==> config.mk <==
export PLATFORM = sky130hd
export DESIGN_NAME = mul_seq
export DESIGN_NICKNAME = d
export VERILOG_FILES = /design/src/rtl/mul_pkg.sv /design/src/rtl/mul_abs.sv /design/src/rtl/mul_seq.sv
export SDC_FILE = /design/constraint.sdc
export NUM_CORES = 1
export LEC_CHECK = 0
export BUFFER_PORTS_ARGS = -buffer_cell sky130_fd_sc_hd__buf_2
export CELL_PAD_IN_SITES_DETAIL_PLACEMENT = 0
export CELL_PAD_IN_SITES_GLOBAL_PLACEMENT = 2
export CORE_ASPECT_RATIO = 0.6
export CORE_MARGIN = 5
export CORE_UTILIZATION = 36
export DETAILED_ROUTE_END_ITERATION = 10
export GPL_TIMING_DRIVEN = 0
export PLACE_DENSITY_LB_ADDON = 0.1
export SLEW_MARGIN = 10
export SYNTH_ARGS = -nofsm -noshare
export SYNTH_HDL_FRONTEND = slang
export SYNTH_SLANG_ARGS = --single-unit
==> constraint.sdc <==
create_clock -name ck -period 4.83 [get_ports ck]
set_clock_uncertainty 0.1 [all_clocks]
set_input_delay 0.2415 -clock ck [delete_from_list [all_inputs] [get_ports ck]]
set_output_delay 0.2415 -clock ck [all_outputs]
set_load 0.1 [all_outputs]
==> src/rtl/mul_pkg.sv <==
// Shared types and width helpers for the sequential shift-add multiplier.
package mul_pkg;

    typedef enum logic {
        IDLE = 1'b0,
        RUN  = 1'b1
    } state_t;

    localparam int unsigned W_DEF  = 8;
    localparam int unsigned PW_DEF = 2 * W_DEF;

    // Width of the bit-index counter; it must hold W-1.
    function automatic int unsigned cnt_w(input int unsigned w);
        return (w < 2) ? 1 : $clog2(w);
    endfunction

    function automatic int unsigned prod_w(input int unsigned w);
        return 2 * w;
    endfunction

endpackage

==> src/rtl/mul_abs.sv <==
// Operand magnitude: two's complement absolute value when sgn=1, raw value otherwise.
module mul_abs #(
    parameter int unsigned W = 8
) (
    input  logic [W-1:0] x,
    input  logic         sgn,
    output logic [W-1:0] mag_c
);

    // -(-2^(W-1)) wraps to 2^(W-1), which is the correct unsigned magnitude.
    assign mag_c = (sgn && x[W-1]) ? W'(-x) : x;

endmodule

==> src/rtl/mul_seq.sv <==
// Parametrised sequential shift-add multiplier, MSB-first, W cycles per product.
module mul_seq
    import mul_pkg::*;
#(
    parameter int unsigned W = W_DEF
) (
    input  logic              ck,
    input  logic              rst,
    input  logic              start,
    input  logic              sgn,
    input  logic [W-1:0]      a,
    input  logic [W-1:0]      b,
    output logic              busy,
    output logic              fin,
    output logic [2*W-1:0]    o
);

    localparam int unsigned PW = prod_w(W);
    localparam int unsigned CW = cnt_w(W);

    state_t          state_q, state_d;
    logic [W-1:0]    am_q, am_d;
    logic [W-1:0]    bm_q, bm_d;
    logic            neg_q, neg_d;
    logic [PW-1:0]   y_q, y_d;
    logic [CW-1:0]   cnt_q, cnt_d;
    logic            busy_d;
    logic            fin_d;
    logic [PW-1:0]   o_d;

    logic [W-1:0]    am_c;
    logic [W-1:0]    bm_c;
    logic [PW-1:0]   sum_c;

    mul_abs #(.W(W)) u_abs_a (
        .x     (a),
        .sgn   (sgn),
        .mag_c (am_c)
    );

    mul_abs #(.W(W)) u_abs_b (
        .x     (b),
        .sgn   (sgn),
        .mag_c (bm_c)
    );

    // One shift-add step on the current multiplier bit.
    assign sum_c = (y_q << 1) + (bm_q[cnt_q] ? PW'(am_q) : PW'(0));

    // Next-state and output logic.
    always_comb begin
        state_d = state_q;
        am_d    = am_q;
        bm_d    = bm_q;
        neg_d   = neg_q;
        y_d     = y_q;
        cnt_d   = cnt_q;
        busy_d  = busy;
        fin_d   = 1'b0;
        o_d     = o;

        case (state_q)
            IDLE: begin
                if (start) begin
                    am_d    = am_c;
                    bm_d    = bm_c;
                    neg_d   = sgn & (a[W-1] ^ b[W-1]);
                    y_d     = '0;
                    cnt_d   = CW'(W - 1);
                    busy_d  = 1'b1;
                    state_d = RUN;
                end
            end
            RUN: begin
                if (cnt_q == '0) begin
                    // Negating a zero sum yields zero, so no -0 can appear.
                    o_d     = neg_q ? PW'(-sum_c) : sum_c;
                    fin_d   = 1'b1;
                    busy_d  = 1'b0;
                    state_d = IDLE;
                end else begin
                    y_d   = sum_c;
                    cnt_d = cnt_q - CW'(1);
                end
            end
            default: begin
                state_d = IDLE;
                busy_d  = 1'b0;
            end
        endcase
    end

    // State and output registers; reset aborts any operation in flight.
    always_ff @(posedge ck or posedge rst) begin
        if (rst) begin
            state_q <= IDLE;
            am_q    <= '0;
            bm_q    <= '0;
            neg_q   <= 1'b0;
            y_q     <= '0;
            cnt_q   <= '0;
            busy    <= 1'b0;
            fin     <= 1'b0;
            o       <= '0;
        end else begin
            state_q <= state_d;
            am_q    <= am_d;
            bm_q    <= bm_d;
            neg_q   <= neg_d;
            y_q     <= y_d;
            cnt_q   <= cnt_d;
            busy    <= busy_d;
            fin     <= fin_d;
            o       <= o_d;
        end
    end

endmodule

==> impl_metrics.csv <==
group,metric,value,unit
sta,relSlewSlack,45.59,%
detailed_routing,drc,0,
cts,root_buffer,"clkbuf_16",
synth,synth-xor-area-share,6.331,%
critical_path,reg2reg_depth,13,
power_and_ir_drop,pwr-share-seq,24.6,%
cts,clkTransAtPathRegs,0.07,ns
grt,grt_usage,16.92,%
cts,clockBufferDepth,2,
synth,netlist_instances,394,
synth,synth-simple-area-share,23.55,%
power_and_ir_drop,p_switching,1.672,mW
sta,hold_slack,0.1430,ns
sta,tns,0,ns
critical_path,max_stage_delay,0.61,ns
synth,synthDistinctLibCells,61,
power_and_ir_drop,combPwrFrac,61.5,%
detailed_routing,wl,9473,um
grt,grt_max_degree,30,
sta,hold_viol_final,0,
critical_path,cp_slowest_cell,"mux4_1",
min_path,hold_path_class,"input port to register",
critical_path,path_cells,"mux4_1, mux2_4, and2_2, ha_1, inv_1, fa_1, nand2b_1, a211oi_2, o41a_1, a221oi_2, o211ai_1, or4b_1, nand3_1",
layout,area_growth_syn_to_layout,16.14,%
cts,htreeDepth,2,
detailed_routing,first_pass_iters,4,
critical_path,arrival,4.60,ns
sta,finalSetupViolCount,0,
synth,muxShareOfSynthArea,2.822,%
cts,clock_latency,0.30,ns
critical_path,crit_type,"register to register",
power_and_ir_drop,switching_share,53.03,%
critical_path,r2r_slack,0.36,ns
synth,yosysTopAreaCell,"dfrtp_1",
critical_path,crit_path_end_kind,"register",
synth,synth_top_family_by_area,"simple AND/OR/NAND/NOR gates",
synth,synth_edf_count,0,
die,row_count,27,
critical_path,cp-start-kind,"register",
synth,syn_nets,427,
synth,synth_fa_ha_area_share,4.920,%
cts,cts_made_buffers,5,
status,status,"finished, final reports clean",
critical_path,crit_path_end,"o[15]",
cts,tritoncts,"done",
synth,async_flop_share,100.0,%
die,core,9256,sq um
power_and_ir_drop,p_int,1.481,mW
critical_path,critical_path.max_fanout,8,
grt,grt_pass1_wl,15340,um
synth,netlist.area_leader.share,39.07,%
sta,fin_crit,4.472,ns
critical_path,critPathTopFamily,"compound AO/OA/AOI/OAI gates",
layout,instances_no_fill,570,
power_and_ir_drop,p_leak,1.823,nW
synth,synth-seq-area-share,39.07,%
sta,fmax,0.2236,GHz
power_and_ir_drop,p_total,3.154,mW
power_and_ir_drop,power_density,785.2,nW/um^2
die,die_w,136.5,um
detailed_routing,dr.first_iter.drc_count,312,
layout,drive_gt1_share,15.23,%
synth,synth_compound_area_share,19.50,%
layout,nFillCells,951,
die,fp.dieArea,11730,sq um
layout,nNetsFinal,472,
detailed_routing,dr_total_vias,3021,
layout,post-route-util,43.39,%
synth,synth_area,3458,sq um
placed_design,place_congestion,0.8221,
critical_path,rr_startpoint,"cnt_q[0]",
die,die_h,85.92,um
grt,grt_pass1_vias,2816,
synth,ys.warnings.count,0,
detailed_routing,via_per_inst,5.300,
synth,yosys_register_bits,54,
synth,yosys-top-cells-area,"dfrtp_1 39%, o21ai_0 7.5%, nand2_1 6.6%",
sta,finalMaxSlewViolations,0,
cts,clock_sinks,54,
critical_path,path_buf_inv,1,
placed_design,io_buffers,36,
synth,yosysMostFrequentCell,"nand2_1",
sta,max_slew.worst_pin.slew,0.8104,ns
die,io_pins,38,
detailed_routing,wl_per_cell,16.62,um
sta,finalCritPeriodShare,92.60,%
power_and_ir_drop,pwr-share-clk,13.9,%
synth,synth_area_per_cell,8.777,sq um
layout,diodes,0,
grt,grt_overflow_total,0,
critical_path,cp.depth,13,
die,initial_core_util,37.36,%
synth,ys.flop_type,"dfrtp_1",
job,maxCapViolations,0,
critical_path,r2r-end,"o[15]",
power_and_ir_drop,irDropWorstVdd,0.2693,mV
detailed_routing,antenna_left,0,
min_path,worstHoldStart,"b[7]",
grt,antenna_found_initial,0,
sta,rsz0062_at_grt,"no",
critical_path,cp.required,4.96,ns
placed_design,dp_hpwl,7559,um
critical_path,worstSetupStartpoint,"cnt_q[0]",
synth,synth_commonest_cells,"61 x nand2_1, 54 x dfrtp_1, 52 x o21ai_0",
placed_design,placedCellCount,561,
==> registers in the layout, indices dropped and copies added, names as in the netlist <==
signal and count:
am_q 8, bm_q 8, busy 1, cnt_q 3, fin 1, neg_q 1
o 16, state_q 1, y_q 15
==> routing by layer <==
| metal | track usage (%) | wire [um] |
|---|---|---|
| met1 | 29.20 | 5619 |
| met2 | 20.82 | 3310 |
| met3 | 3.341 | 478 |
| met4 | 2.836 | 64 |
| met5 | 0 | 0 |
==> cell usage in the layout (no fill, tap or decap), drive strengths merged, types with 2 or more instances in the layout <==
master	synthesis	layout
mux4	2	2
and2	12	12
nor2	18	18
nor3	2	2
inv	16	17
a211oi	3	3
a21o	4	4
a211o	3	3
dfrtp	54	54
o21ai	52	52
or4	5	5
nand2b	6	6
clkbuf	16	22
and3	5	5
o31ai	3	3
a221oi	2	2
nor2b	2	2
mux2i	3	3
or3	6	6
buf	1	38
o2111ai	2	2
nor3b	2	2
nand3	26	26
nand4b	2	2
ha	12	12
or2	4	4
o21a	5	5
nand2	62	62
a21oi	14	14
xnor2	15	15
xor2	10	10
o211ai	5	5
==> repair_timing <==
action | in CTS | in global routing
setup buffers | 0 | 0
resized for setup | 0 | 1
hold endpoints to repair | 28 | 0
hold buffers | 1 | 0
setup endpoints to repair | 0 | 3
==> power by group through the flow <==
stage | clock, mW | combinational (mW) | sequential [mW]
after CTS | 0.445 | 1.94 | 0.779
after detailed placement | 0 | 1.93 | 0.788
final | 0.438 | 1.94 | 0.777
after floorplan | 0 | 1.03 | 1.22
after global placement | 0 | 1.92 | 0.782
after global routing | 0.468 | 2.12 | 0.806
==> kinds of logic (layout without fill, tap and decap cells) <==
group	count (synthesis)	after routing
AND/OR/NAND/NOR	157	157
AO/OA/AOI/OAI	106	106
flip-flops	54	54
adder cells (fa/ha/maj)	13	13
buffers and inverters	33	79
XOR/XNOR	25	25
multiplexers	6	6
==> metrics by stage <==
stage	instance area [sq um]	setup WS (ns)
2_1_floorplan	3458	1.001
3_3_place_gp	3801	0.3055
3_5_place_dp	3821	0.3381
4_1_cts	4009	0.2942
5_1_grt	4016	0.09617
6_report	4016	0.3575
==> worst min path at each step <==
stage | end | slack (ns) | depth (start not counted)
finish | bm_q[7] | 0.14 | 3
detailed placement | busy | 0.26 | 2
CTS | bm_q[7] | 0.14 | 3
floorplan | am_q[7] | 0.28 | 2
global placement | busy | 0.36 | 2
global route | am_q[0] | 0.15 | 3
==> tightest hold or removal path, stage by stage <==
cell	delay [ns]
buf_2	0.12
nand2_1	0.06
o21ai_0	0.07
==> layout make-up <==
class,instances,area [sq um],area share [%]
tap,130,162.7,4.050
timing repair buffer,38,210.2,5.234
sequential,54,1351,33.64
inverter,16,60.06,1.495
buffer,17,71.32,1.776
clock buffer,6,138.9,3.458
multi-input combinational,307,1983,49.38
clock inverter,2,38.79,0.9657
Power figures use the tool's default switching activity.
